==> src/rtl/blackjack_round_ctrl.sv <==
// Blackjack round sequencer: deals cards over a req/valid handshake, runs the
// player turn from button pulses, plays the dealer rule and settles the result.
module blackjack_round_ctrl #(
   parameter int DEALER_STAND = 17,
   parameter int MAX_CARDS    = 8,
   parameter int TARGET       = 21
) (
   input  logic       clk,
   input  logic       rst,
   input  logic       start,
   input  logic       player_hit,
   input  logic       player_stand,
   output logic       card_req,
   input  logic       card_valid,
   input  logic [3:0] card_rank,
   output logic [7:0] player_total,
   output logic [7:0] dealer_total,
   output logic       player_soft,
   output logic       busy,
   output logic       done,
   output logic [1:0] result
);

   localparam int CNT_W = $clog2(MAX_CARDS + 1);

   typedef enum logic [3:0] {
      IDLE, DEAL_P1, DEAL_D1, DEAL_P2, DEAL_D2, CHECK_BJ,
      PLAYER_TURN, PLAYER_DRAW, DEALER_TURN, DEALER_DRAW, SETTLE, DONE
   } state_t;

   state_t           state, state_nxt;
   logic [7:0]       p_hard, d_hard;
   logic             p_ace, d_ace;
   logic [CNT_W-1:0] p_cnt, d_cnt;
   logic [7:0]       card_val, p_best, d_best;
   logic             rank_ok, take, p_take, d_take, start_ok, card_req_nxt;
   logic             p_bust, d_bust, p_bj, d_bj;
   logic [1:0]       settle_res;

   function automatic logic soft_total(input logic [7:0] hard, input logic ace);
      return ace && ((hard + 8'd10) <= 8'(TARGET));
   endfunction

   function automatic logic [7:0] best_total(input logic [7:0] hard, input logic ace);
      if (soft_total(hard, ace))
         return hard + 8'd10;
      return hard;
   endfunction

   function automatic logic is_draw(input state_t s);
      return (s == DEAL_P1) || (s == DEAL_D1) || (s == DEAL_P2) ||
             (s == DEAL_D2) || (s == PLAYER_DRAW) || (s == DEALER_DRAW);
   endfunction

   // Face cards count 10; out-of-range ranks are swallowed without advancing.
   always_comb begin
      rank_ok  = 1'b1;
      card_val = 8'd0;
      case (card_rank)
         4'd1, 4'd2, 4'd3, 4'd4, 4'd5,
         4'd6, 4'd7, 4'd8, 4'd9, 4'd10: card_val = {4'd0, card_rank};
         4'd11, 4'd12, 4'd13:            card_val = 8'd10;
         default:                        rank_ok  = 1'b0;
      endcase
   end

   assign take     = card_req && card_valid && rank_ok;
   assign p_take   = take && ((state == DEAL_P1) || (state == DEAL_P2) || (state == PLAYER_DRAW));
   assign d_take   = take && ((state == DEAL_D1) || (state == DEAL_D2) || (state == DEALER_DRAW));
   assign start_ok = start && ((state == IDLE) || (state == DONE));

   assign p_best = best_total(p_hard, p_ace);
   assign d_best = best_total(d_hard, d_ace);
   assign p_bust = p_hard > 8'(TARGET);
   assign d_bust = d_hard > 8'(TARGET);
   assign p_bj   = (p_cnt == CNT_W'(2)) && (p_best == 8'(TARGET));
   assign d_bj   = (d_cnt == CNT_W'(2)) && (d_best == 8'(TARGET));

   always_comb begin
      if (p_bust)              settle_res = 2'b10;
      else if (d_bust)         settle_res = 2'b01;
      else if (p_bj && d_bj)   settle_res = 2'b11;
      else if (p_bj)           settle_res = 2'b01;
      else if (d_bj)           settle_res = 2'b10;
      else if (p_best > d_best) settle_res = 2'b01;
      else if (p_best < d_best) settle_res = 2'b10;
      else                     settle_res = 2'b11;
   end

   always_comb begin
      state_nxt = state;
      case (state)
         IDLE, DONE:  if (start) state_nxt = DEAL_P1;
         DEAL_P1:     if (take) state_nxt = DEAL_D1;
         DEAL_D1:     if (take) state_nxt = DEAL_P2;
         DEAL_P2:     if (take) state_nxt = DEAL_D2;
         DEAL_D2:     if (take) state_nxt = CHECK_BJ;
         CHECK_BJ:    state_nxt = ((p_best == 8'(TARGET)) || (d_best == 8'(TARGET))) ? SETTLE : PLAYER_TURN;
         PLAYER_TURN: begin
            if (player_stand || (p_cnt >= CNT_W'(MAX_CARDS))) state_nxt = DEALER_TURN;
            else if (player_hit)                               state_nxt = PLAYER_DRAW;
         end
         PLAYER_DRAW: if (take) state_nxt = ((p_hard + card_val) > 8'(TARGET)) ? SETTLE : PLAYER_TURN;
         DEALER_TURN: state_nxt = ((d_best < 8'(DEALER_STAND)) && (d_cnt < CNT_W'(MAX_CARDS))) ? DEALER_DRAW : SETTLE;
         DEALER_DRAW: if (take) state_nxt = DEALER_TURN;
         SETTLE:      state_nxt = DONE;
         default:     state_nxt = IDLE;
      endcase
   end

   // Request drops for one cycle after each accepted card, never after a discard.
   assign card_req_nxt = is_draw(state_nxt) && !take;

   always_ff @(posedge clk or negedge rst) begin
      if (!rst) begin
         state    <= IDLE;
         card_req <= 1'b0;
         result   <= 2'b00;
         p_hard   <= 8'd0;
         d_hard   <= 8'd0;
         p_ace    <= 1'b0;
         d_ace    <= 1'b0;
         p_cnt    <= '0;
         d_cnt    <= '0;
      end else begin
         state    <= state_nxt;
         card_req <= card_req_nxt;
         if (start_ok) begin
            result <= 2'b00;
            p_hard <= 8'd0;
            d_hard <= 8'd0;
            p_ace  <= 1'b0;
            d_ace  <= 1'b0;
            p_cnt  <= '0;
            d_cnt  <= '0;
         end else begin
            if (state == SETTLE) result <= settle_res;
            if (p_take) begin
               p_hard <= p_hard + card_val;
               p_cnt  <= p_cnt + CNT_W'(1);
               if (card_val == 8'd1) p_ace <= 1'b1;
            end
            if (d_take) begin
               d_hard <= d_hard + card_val;
               d_cnt  <= d_cnt + CNT_W'(1);
               if (card_val == 8'd1) d_ace <= 1'b1;
            end
         end
      end
   end

   assign player_total = p_best;
   assign dealer_total = d_best;
   assign player_soft  = soft_total(p_hard, p_ace);
   assign busy         = (state != IDLE) && (state != DONE);
   assign done         = (state == DONE);

endmodule

==> config.mk <==
export PLATFORM = sky130hd
export DESIGN_NAME = blackjack_round_ctrl
export DESIGN_NICKNAME = d
export VERILOG_FILES = /design/src/rtl/blackjack_round_ctrl.sv
export SDC_FILE = /design/constraint.sdc
export NUM_CORES = 1
export LEC_CHECK = 0
export ABC_AREA = 0
export ABC_CLOCK_PERIOD_IN_PS = 5750
export CAP_MARGIN = 20
export CORE_MARGIN = 2
export CORE_UTILIZATION = 40
export DETAILED_ROUTE_END_ITERATION = 12
export PLACE_DENSITY_LB_ADDON = 0.05
export SLEW_MARGIN = 15
export SYNTH_ARGS = -nofsm -noshare
export SYNTH_HDL_FRONTEND = slang
export SYNTH_SLANG_ARGS = --single-unit
==> constraint.sdc <==
create_clock -name clk -period 5.75 [get_ports clk]
set_input_delay 1.15 -clock clk [delete_from_list [all_inputs] [get_ports clk]]
set_output_delay 1.15 -clock clk [all_outputs]
set_load 0.03 [all_outputs]
==> metrics.txt <==
DP HPWL=6000 um; Hold WC Path Type=reg -> reg; Yosys cell types=67; Post-CTS Setup Bufs=0; Finished Core Util=0.458; TritonRoute pass-1 iters=4; number of I/O pins=32; Total Neg Setup Slack=0 ns; root buffer cell=clkbuf_8; most frequent cells in the layout=nor2_1 (40), dfrtp_1 (33), clkdlybuf4s50_1 (31); Compound-Gate Fraction of Synth Area=0.221; Max Cap Viol=0; number of synthesis warnings=0; Area growth syn-to-layout=12.5%; Setup crit end kind=output port; CTS tree=yes; Leak=1.59 nW; core footprint=7610 um2; synthesized instance count=378; post-placement cell area=3400 um2; total power=1.60 mW; actual slew at the worst max-slew pin=0.673 ns; drt initial violations=102; die width=92.0 um; Reg clk slew, reported paths=0.07 ns; vias in the first global route=2629; #FFs+latches synth=33; CP arrival=3.44 ns; synthesized area per cell=8.20 um2; Rel. slew slack=0.550; gr usage total=0.199; Max clock buf depth=2; mux contribution to synthesized area=0.0133; H-tree lvl count=2; largest net degree at the start of global routing=34; most frequent CP cell=nor2_1; Vias/cell=5.53; final hold viol count=0; Clk Latency, worst-skew pair=0.28 ns; # diodes=0; WS Path Type=reg -> out; Vias=2748; # clock sinks=33; RSZ-0062 raised after global routing=false; area of the die=8470 um2; commonest non-fill, non-tap cell in the layout=nor2_1; Post-CTS Resized=0; cell area after layout=3490 um2; grt total ovfl=0; Power Density=459 nW/um2; Std-Cell Rows=32; crit-path cells=ha_1, nor2_1, a32o_1, a311oi_1, or3b_1, nor2_1, xor2_1, clkdlybuf4s50_1; Post-Syn Area=3100 um2; placed insts=490; worst vdd ir=159 uV; Place WS=0.959 ns; clk_skew=0.00519 ns; Final nets=430; Final ANT Viol Nets=0; gpl congestion=0.857; starting density of the core=0.407; Post-Route WL=7830 um; total CTS buffers=5; hold_buf cts=0; fin worst setup slack=1.16 ns; CP max stage delay=0.71 ns; Hold WS=0.534 ns; ys flop type=dfrtp_1; CP Launch Type=flip-flop; largest family of logic cells by synthesized area=simple AND/OR/NAND/NOR gates; global-route wire length before repair=13400 um; syn nets=413; Worst EP required=4.60 ns; Post-Synth Simple-Gate Area=0.241; status=completed; post-synthesis adder-cell area fraction=0.106; Post-Layout Cell Count=497; min Tclk post-route=4.59 ns; critical path's slowest cell=clkdlybuf4s50_1; DIE HEIGHT=92.0 um; sequential fraction of the synthesis area=0.266; ys async rst share=1.00; EDFF count, synth=0; Max Fclk=218 MHz; Final Setup Violations=0; Remaining DRCs=0; initial antenna violation count=0; Avg WL per Cell=15.8 um; I/O Buffers=31; post-route clock period utilization=0.799; Post-Synth XOR/XNOR Area=0.0706; Crit Path Max Fanout=10; layout cells sized above 1=0.0658; Slew Limit Fails=0
==> flip-flops by register name, indices dropped and copies added, names as in the netlist <==
name	count
p_ace	1
p_cnt	4
state	4
p_hard	8
d_cnt	4
card_req	1
result	2
d_hard	8
d_ace	1
==> cells in the mapped netlist, types with 4 or more instances <==
cell type	number	area share
nor2b_1	6	0.012
a31oi_1	4	0.0081
buf_6	7	0.025
xor2_1	10	0.028
dfrtp_1	33	0.27
o31ai_1	5	0.012
o21a_1	4	0.0097
ha_1	23	0.093
nor2_1	40	0.048
nand2_1	27	0.033
a21oi_1	18	0.029
or2_2	5	0.010
inv_1	24	0.029
xnor2_1	15	0.042
a21o_1	8	0.019
and3_1	6	0.012
and2_1	7	0.014
nor3_1	7	0.011
nand4_1	7	0.014
o21ai_0	21	0.034
nand2b_1	6	0.012
nand3_1	19	0.031
clkbuf_1	11	0.013
a22o_1	5	0.014
==> critical path: cells and delay by family (launching register included) <==
family | cells | cell delay (ns)
adder cells (fa/ha/maj) | 1 | 0.36
flip-flops | 1 | 0.59
XOR/XNOR | 1 | 0.24
AO/OA/AOI/OAI | 2 | 0.51
AND/OR/NAND/NOR | 3 | 0.75
buffers and inverters | 1 | 0.71
==> layer usage <==
layer / vias up / global-route usage / share of wire
met3: 8 / 0.0279 / 0.028
met4: 0 / 0.0522 / 0.013
met2: 45 / 0.325 / 0.46
li1: 1379 / - / -
met5: - / 0 / 0
met1: 1316 / 0.277 / 0.50
==> final cells by class <==
type / instances / area (um2)
fill: 780 / 4120
multi-input combinational: 296 / 2020
sequential: 33 / 826
timing repair buffer: 34 / 333
tap: 102 / 128
inverter: 25 / 93.8
clock buffer: 7 / 86.3
==> cell families (layout without fill, tap and decap cells) <==
group / Yosys count / in the layout
buf+inv: 49 / 66
xor+xnor: 25 / 25
compound gates: 96 / 96
fa+ha+maj: 25 / 25
simple gates: 146 / 146
mux: 4 / 4
flops: 33 / 33
==> final timing paths <==
kind / to / cells after the start / startpoint / slack, ns
min: p_ace / 2 / p_ace / 0.53
min in group asynchronous: p_ace / 2 / rst / 1.28
max: player_total[3] / 8 / p_hard[1] / 1.16
max in group asynchronous: d_hard[5] / 2 / rst / 4.15
max reg2reg: result[1] / 15 / p_hard[1] / 1.99
min reg2reg: p_ace / 2 / p_ace / 0.53
==> where the power goes <==
group | switching, mW | total, mW | internal, mW
logic | 0.535 | 0.973 | 0.438
registers | 0.152 | 0.449 | 0.297
clock network | 0.0821 | 0.177 | 0.0950
total | 0.769 | 1.60 | 0.830
No activity file was read; power rests on OpenSTA's default activity.
